`config.mk`:
```
export PLATFORM = sky130hd
export DESIGN_NAME = cmd_exec_regbank
export DESIGN_NICKNAME = d
export VERILOG_FILES = /design/src/rtl/cmd_exec_regbank.sv
export SDC_FILE = /design/constraint.sdc
export NUM_CORES = 2
export LEC_CHECK = 0
export BUFFER_PORTS_ARGS = -buffer_cell sky130_fd_sc_hd__buf_2
export CAP_MARGIN = 20
export CORE_AREA = 2 2 733 735
export DETAILED_ROUTE_END_ITERATION = 7
export DIE_AREA = 0 0 735 737
export GPL_TIMING_DRIVEN = 0
export PLACE_DENSITY = 0.35
export SYNTH_ARGS = -nofsm -noshare
export SYNTH_HDL_FRONTEND = slang
export SYNTH_SLANG_ARGS = --single-unit
export TNS_END_PERCENT = 30
```
`constraint.sdc`:
```
create_clock -name clk -period 6.9 [get_ports clk]
set_clock_uncertainty 0.2 [all_clocks]
set_input_delay 1.38 -clock clk [delete_from_list [all_inputs] [get_ports clk]]
set_output_delay 1.38 -clock clk [all_outputs]
set_load 0.01 [all_outputs]
```
`src/rtl/cmd_exec_regbank.sv`:
```
// Packet command executor: decodes one RX payload per command, runs register/interrupt
// operations against the fabric and returns exactly one reply packet per accepted command.
module cmd_exec_regbank #(
  parameter int unsigned N_IN      = 16,
  parameter int unsigned N_OUT     = 32,
  parameter int unsigned N_INT     = 32,
  parameter int unsigned BUF_BYTES = 16,
  parameter logic [15:0] VERSION   = 16'hBACE
) (
  input  logic                     clk,
  input  logic                     rst,
  input  logic                     rx_packet_done,
  input  logic                     rx_packet_error,
  input  logic                     rx_buffer_valid,
  input  logic [7:0]               rx_payload_len,
  input  logic [8*BUF_BYTES-1:0]   rx_buf,
  input  logic                     tx_busy,
  output logic                     tx_packet_wr,
  output logic [7:0]               tx_payload_len,
  output logic [8*BUF_BYTES-1:0]   tx_buf,
  input  logic [32*N_IN-1:0]       in_regs,
  output logic [32*N_OUT-1:0]      out_regs,
  output logic [N_OUT-1:0]         out_strobes,
  input  logic [N_INT-1:0]         int_in,
  output logic                     int_pending,
  output logic                     cmd_busy
);

  localparam int unsigned BW     = 8 * BUF_BYTES;
  localparam int unsigned IW_IN  = (N_IN > 1) ? $clog2(N_IN) : 1;
  localparam int unsigned IW_OUT = (N_OUT > 1) ? $clog2(N_OUT) : 1;

  typedef enum logic [1:0] {IDLE, EXEC, WAIT_TX} state_t;

  state_t             state;
  logic [47:0]        rx_q;
  logic [7:0]         len_q;
  logic [31:0]        in_arr  [N_IN];
  logic [31:0]        out_arr [N_OUT];
  logic [N_INT-1:0]   int_enable;
  logic [N_INT-1:0]   int_status;
  logic [N_INT-1:0]   en_next;
  logic [N_INT-1:0]   clr_mask;
  logic [7:0]         opc;
  logic [7:0]         idx;
  logic [BW-1:0]      rep;
  logic [7:0]         rep_len;
  logic [7:0]         min_len;
  logic               known;
  logic               in_range;
  logic               ok;
  logic               exec;
  logic               do_wr;
  logic               do_en;
  logic               do_clr;
  logic               unused_ok;

  assign opc         = rx_q[7:0];
  assign idx         = rx_q[15:8];
  assign exec        = (state == EXEC);
  assign int_pending = |int_status;
  assign cmd_busy    = (state != IDLE);
  assign unused_ok   = ^{rx_buf, rx_q};

  always_comb begin
    for (int unsigned i = 0; i < N_IN; i++) in_arr[i] = in_regs[32*i +: 32];
  end

  always_comb begin
    for (int unsigned i = 0; i < N_OUT; i++) out_regs[32*i +: 32] = out_arr[i];
  end

  // Decode the latched command; errors take priority: opcode, then length, then index.
  always_comb begin
    rep      = '0;
    rep_len  = 8'd0;
    ok       = 1'b0;
    min_len  = 8'd1;
    known    = 1'b1;
    in_range = 1'b1;
    case (opc)
      8'h01: min_len = 8'd1;
      8'h02: begin min_len = 8'd2; in_range = 32'(idx) < N_IN;  end
      8'h03: begin min_len = 8'd6; in_range = 32'(idx) < N_OUT; end
      8'h04: min_len = 8'd1;
      8'h05: min_len = 8'd5;
      default: known = 1'b0;
    endcase
    if (!known) begin
      rep[15:0] = 16'h0180;
      rep_len   = 8'd2;
    end else if (len_q < min_len) begin
      rep[15:0] = 16'h0380;
      rep_len   = 8'd2;
    end else if (!in_range) begin
      rep[15:0] = 16'h0280;
      rep_len   = 8'd2;
    end else begin
      ok = 1'b1;
      case (opc)
        8'h01: begin rep[23:0] = {VERSION[7:0], VERSION[15:8], 8'h81}; rep_len = 8'd3; end
        8'h02: begin rep[39:0] = {in_arr[IW_IN'(idx)], 8'h81};        rep_len = 8'd5; end
        8'h04: begin rep[39:0] = {32'(int_status), 8'h81};            rep_len = 8'd5; end
        default: begin rep[7:0] = 8'h81; rep_len = 8'd1; end
      endcase
    end
  end

  assign do_wr    = exec && ok && (opc == 8'h03);
  assign do_en    = exec && ok && (opc == 8'h05);
  assign do_clr   = exec && ok && (opc == 8'h04);
  assign en_next  = do_en ? rx_q[8 +: N_INT] : int_enable;
  assign clr_mask = do_clr ? int_status : '0;

  // Reported status bits clear, but a source still high this cycle re-sets its bit.
  always_ff @(posedge clk) begin
    if (rst) begin
      state          <= IDLE;
      rx_q           <= '0;
      len_q          <= 8'd0;
      tx_packet_wr   <= 1'b0;
      tx_payload_len <= 8'd0;
      tx_buf         <= '0;
      out_strobes    <= '0;
      int_enable     <= '0;
      int_status     <= '0;
      for (int unsigned i = 0; i < N_OUT; i++) out_arr[i] <= '0;
    end else begin
      out_strobes <= '0;
      int_enable  <= en_next;
      int_status  <= en_next & ((int_status & ~clr_mask) | int_in);
      case (state)
        IDLE: begin
          if (rx_packet_done && rx_buffer_valid && !rx_packet_error) begin
            rx_q  <= rx_buf[47:0];
            len_q <= rx_payload_len;
            state <= EXEC;
          end
        end
        EXEC: begin
          tx_buf         <= rep;
          tx_payload_len <= rep_len;
          if (do_wr) begin
            out_arr[IW_OUT'(idx)]     <= rx_q[47:16];
            out_strobes[IW_OUT'(idx)] <= 1'b1;
          end
          tx_packet_wr <= !tx_busy;
          state        <= WAIT_TX;
        end
        WAIT_TX: begin
          if (tx_packet_wr) begin
            tx_packet_wr <= 1'b0;
            state        <= IDLE;
          end else if (!tx_busy) begin
            tx_packet_wr <= 1'b1;
          end
        end
        default: state <= IDLE;
      endcase
    end
  end

endmodule

```
==> Yosys cells after proc, flatten, opt, wreduce, memory -nomap -nowiden <==
Memories as Yosys holds them, arrays and structs flattened.
Cells that the tools add are included.
{ "word_totals": {"inputBits": 686, "regBits": 203, "n_memories": 1, "ramBits": 1024} }
{ "mem_list": {"columns": ["name", "depth", "width", "read_ports", "rd_ports_with_merged_regs", "write_ports", "line_no", "rtl"], "rows": [
  ["out_arr", 32, 32, 32, 0, 32, "39", "logic [31:0] out_arr [N_OUT];"]
]} }
{ "op_classes": {"eq_ne": 9, "order_cmp": 6, "reduce_logical": 19, "n_mux": 40, "bitwise": 7} }
{ "op_table": {"columns": ["operator", "count"], "rows": [
  ["32-bit two-way mux", 5],
  ["32-bit binary-select mux with 4-bit select", 1],
  ["24-bit two-way mux", 3],
  ["32-bit AND", 2],
  ["32-bit OR reduction", 2],
  ["16-bit two-way mux", 3],
  ["16-bit one-hot mux with 3 select lines", 1],
  ["32-bit NOT", 1],
  ["32-bit bitwise OR", 1],
  ["16-bit one-hot mux with 2 select lines", 1],
  ["8-bit by 2-bit equality test with 1-bit output (second input constant)", 2],
  ["8-bit by 3-bit equality test with 1-bit output (second input constant)", 2],
  ["1-bit two-way mux", 14],
  ["3-bit two-way mux", 3],
  ["3-bit one-hot mux with 3 select lines", 1],
  ["8-bit by 1-bit equality test with 1-bit output (second input constant)", 1],
  ["8-bit by 5-bit < comparator with 1-bit output (second input constant)", 1],
  ["8-bit by 6-bit < comparator with 1-bit output (second input constant)", 1],
  ["8-bit < comparator", 1],
  ["1-bit logical AND", 7],
  ["5-bit by 6-bit < comparator with 1-bit output (second input constant)", 1],
  ["2-bit one-hot mux with 3 select lines", 1],
  ["3-bit one-hot mux with 2 select lines", 1],
  ["1-bit demux with 5-bit select", 1],
  ["other kinds (17)", 24]
]} }

==> Longest topological paths before layout <==
{ "logic_depth": {"depth_word": 13, "depth_mapped": 15, "ltp_nobuf": 9} }

==> Worst setup path after synthesis <==
Ideal clock, no wire load.
{ "synth_timing": {"path_kind": "register to register", "from": "register rx_q[4]", "to": "memory out_arr[20][0] (enable)", "stages_incl_launch_ff": 14, "synth_period_minus_slack_ps": 5722, "setup_time_ps": 466, "slack_ps": 1178, "arrival_ps": 5057, "cell_sequence": "dfxtp_1 > or4_4 > nor3_2 > buf_2 > inv_1 > ha_1 > o21ai_0 > a21oi_1 > o221a_2 > buf_6 > nand4_1 > buf_2 > buf_6 > o21ai_0"} }
{ "synth_rtl": {"columns": ["element", "line_no", "rtl"], "rows": [
  ["start, declared", "36", "logic [47:0] rx_q;"],
  ["start signal, assigned", "135", "rx_q <= rx_buf[47:0];"],
  ["end, declared", "39", null]
]} }

==> reports/results.txt <==
Status: completed
Clk Latency, worst-skew pair: 880 ps
Peak Freq: 0.1576 GHz
Fill cell count: 60700
Die Y: 737 µm
Critical Path RT: 7180 ps
CTS H-tree depth: 4
Initial antenna violation count: 262
Fin area: 74390 µm²
Synthesized area per cell: 12.85 µm²
Row Count: 269
Input/output buffers: 1700
Largest net degree at the start of global routing: 25
Seq/Total Area, Yosys: 0.7114
Min-delay worst type: flop to flop
Slew margin rel.: 0.1770
Io pins: 1881
RR Startpoint: rx_q[4]
Hold slack: 254.4 ps
Max IR drop VDD: 0.1701 mV
Clock buffer depth: 4
Num CTS Buffers: 162
Post-synth design cell area: 48600 µm²
Arr. time, crit path: 6620 ps
DRT Pass-1 Iters: 5
Synth cell types: 56
Critical Path, Cell by Cell: or4_4 > nor3_2 > buf_2 > inv_1 > ha_1 > o21ai_0 > a21oi_1 > o221a_2 > buf_6 > nand3_1 > buf_2 > buf_6 > o21ai_4 > buf_12
Final Wtd Congestion: 0.9165
DR vias: 41880
Crit path kind: flop to flop
Wire length per cell: 33.10 µm
YS warnings: 0
Die ar.: 541700 µm²
CTS tree: built
Vias/cell: 3.180
Crit Path Max Fanout: 12
Max cap viols: 0
Grt ovf: 0
Clk sink count: 1215
Fin cells: 13170
Lkg Pwr: 27.18 nW
Post-synth EDFFs: 1024
Setup repair bufs after CTS: 0
Placed Cells: 12730
Final Hold Viols: 0
Fin nets: 6543
RSZ-0062 raised after global routing: false
First-pass GRT wire length: 522500 µm
Tightest Pin Transition: 1222 ps
Share of layout cells above drive strength 1: 0.4116
Detailed Route WL: 435800 µm
Placed Area: 68950 µm²
Crit. End Element: flop
Max-slew violations: 0
# setup viols final: 0
Total Routing Usage GR: 0.1535
Core area: 534500 µm²
Synth Flop Type: edfxtp_1
Initial Util: 0.09093
Fin crit share: 0.9194
CP startpoint: rx_q[4]
Top post-synthesis cells by area: edfxtp_1 (63%), nor2_1 (8.5%), dfxtp_1 (7.9%), mux4_2 (5.1%), nand2_1 (2.3%)
Synth area leader: edfxtp_1
Crit path max-delay cell type: nand3_1
Die W: 735 µm
Antenna viol nets, final: 0
CP Launch Type: flop
Clock input transition at the sequential cells of the worst setup and hold paths: 60 ps
Hold path start: tx_buf[20]
Util after Layout: 0.1392
Share of the synthesized area in the top cell type: 0.6327
Ys async rst share: 0
Power density over the cells: 246.6 nW/µm²
Dpl hpwl: 366600 µm
Synth Register Bits: 1215
Cts hold-fix bufs: 0
Worst path max stage delay: 730 ps
Min Tclk post-route: 6344 ps
Post-CTS sizing: 0
DRT iter0 DRCs: 3468
Root buffer cell: clkbuf_16
Vias in the first global route: 40220
Area growth from synthesis to final layout: 53.07%
# DRC: 0
Mapped Cells: 3781
worst max-delay path: cells and delay by family, from the launching register on:
family	cells	cell delay [ps]
flops	1	330
fa+ha+maj	1	280
buf+inv	6	1640
compound gates	4	1540
simple gates	3	1820
where the power goes:
part           internal [W]  switching [W]  total, W
clock               0.00468        0.00376   0.00844
combinational      0.000544        0.00114   0.00168
sequential          0.00814      0.0000774   0.00822
cell families after synthesis:
group                    share of synthesized area
multiplexers                               0.06879
buffers and inverters                      0.04351
AND/OR/NAND/NOR                             0.1404
adder cells (fa/ha/maj)                   0.001545
flip-flops                                  0.7114
AO/OA/AOI/OAI                              0.03416
XOR/XNOR                                 0.0001802
other                                   0.00007716
cell type report:
| class | instances | area (µm²) | share of cell area |
|---|---|---|---|
| timing repair buffer | 1808 | 10680 | 0.1435 |
| multi-input combinational | 2260 | 12650 | 0.1701 |
| antenna | 143 | 357.8 | 0.004810 |
| inverter | 10 | 37.54 | 0.0005046 |
| buffer | 394 | 2206 | 0.02965 |
| sequential | 1215 | 34570 | 0.4647 |
| clock inverter | 86 | 772.0 | 0.01038 |
| clock buffer | 206 | 4299 | 0.05779 |
| tap | 7046 | 8816 | 0.1185 |
cell usage after synthesis (all sizes together), types with 3 or more instances:
| library cell | count |
|---|---|
| a31oi | 7 |
| a21o | 4 |
| a22oi | 18 |
| o21ai | 66 |
| and2 | 12 |
| a21boi | 3 |
| nand4 | 14 |
| nand3 | 135 |
| edfxtp | 1024 |
| nor4 | 10 |
| mux2i | 73 |
| o221ai | 8 |
| nand4b | 3 |
| a221o | 8 |
| and3 | 3 |
| o22ai | 11 |
| dfxtp | 191 |
| ha | 6 |
| nand2b | 6 |
| clkbuf | 160 |
| mux2 | 14 |
| or2 | 3 |
| nor3 | 52 |
| mux4 | 109 |
| nor2 | 1127 |
| buf | 234 |
| nand2 | 292 |
| o211ai | 14 |
| a21oi | 115 |
| nor2b | 16 |
| a221oi | 7 |
| a211oi | 6 |
| inv | 10 |
final timing paths:
kind | endpoint | slack [ps] | cells after the start
max | out_arr[26][1] | 560 | 14
min reg2reg | tx_buf[20] | 250 | 2
max reg2reg | out_arr[26][1] | 560 | 14
min | tx_buf[20] | 250 | 2
per-layer routing:
metal | track usage | vias to the layer above | wire, µm
met3 | 0.03450 | 635 | 28920
met4 | 0.05261 | 86 | 17110
met1 | 0.1709 | 21200 | 161500
li1 | - | 17550 | -
met2 | 0.2854 | 2403 | 227800
met5 | 0 | - | 564
placed cells by master, fill, tap and decap left out, drive strengths merged, types with 3 or more instances in the layout:
cell,synthesis,layout
nor4,10,10
mux4,109,109
clkinv,0,62
buf,234,2042
nand4,14,14
o21ai,66,66
or2,3,3
conb,1,99
a21o,4,4
nor2,1127,1127
nor3,52,52
diode,0,143
a221oi,7,7
o211ai,14,14
o22ai,11,11
nor2b,16,16
edfxtp,1024,1024
inv,10,22
a211oi,6,6
bufinv,0,6
dfxtp,191,191
a21boi,3,3
a21oi,115,115
nand3,135,135
mux2i,73,73
clkbuf,160,366
nand2b,6,6
a31oi,7,7
a22oi,18,18
and3,3,3
a221o,8,8
nand4b,3,3
o221ai,8,8
clkinvlp,0,6
mux2,14,14
and2,12,12
nand2,292,292
ha,6,6
stage by stage:
step	TNS, ps	power, W	setup slack (ps)
after detailed placement	0	0.01012	454.9
after global routing	0	0.01896	420.8
after global placement	-4046360	0.01005	-6977
after floorplan	0	0.008907	1178
final	0	0.01835	556.2
after CTS	0	0.01872	466.9
flip-flops by register name, summed over array words and instances (netlist names):
register,count
tx_buf,33
tx_payload_len,3
int_status,32
int_enable,32
out_arr,1024
out_strobes,32
tx_packet_wr,1
len_q,8
rx_q,48
state,2
Note: power is estimated with default switching activity, not from simulation.
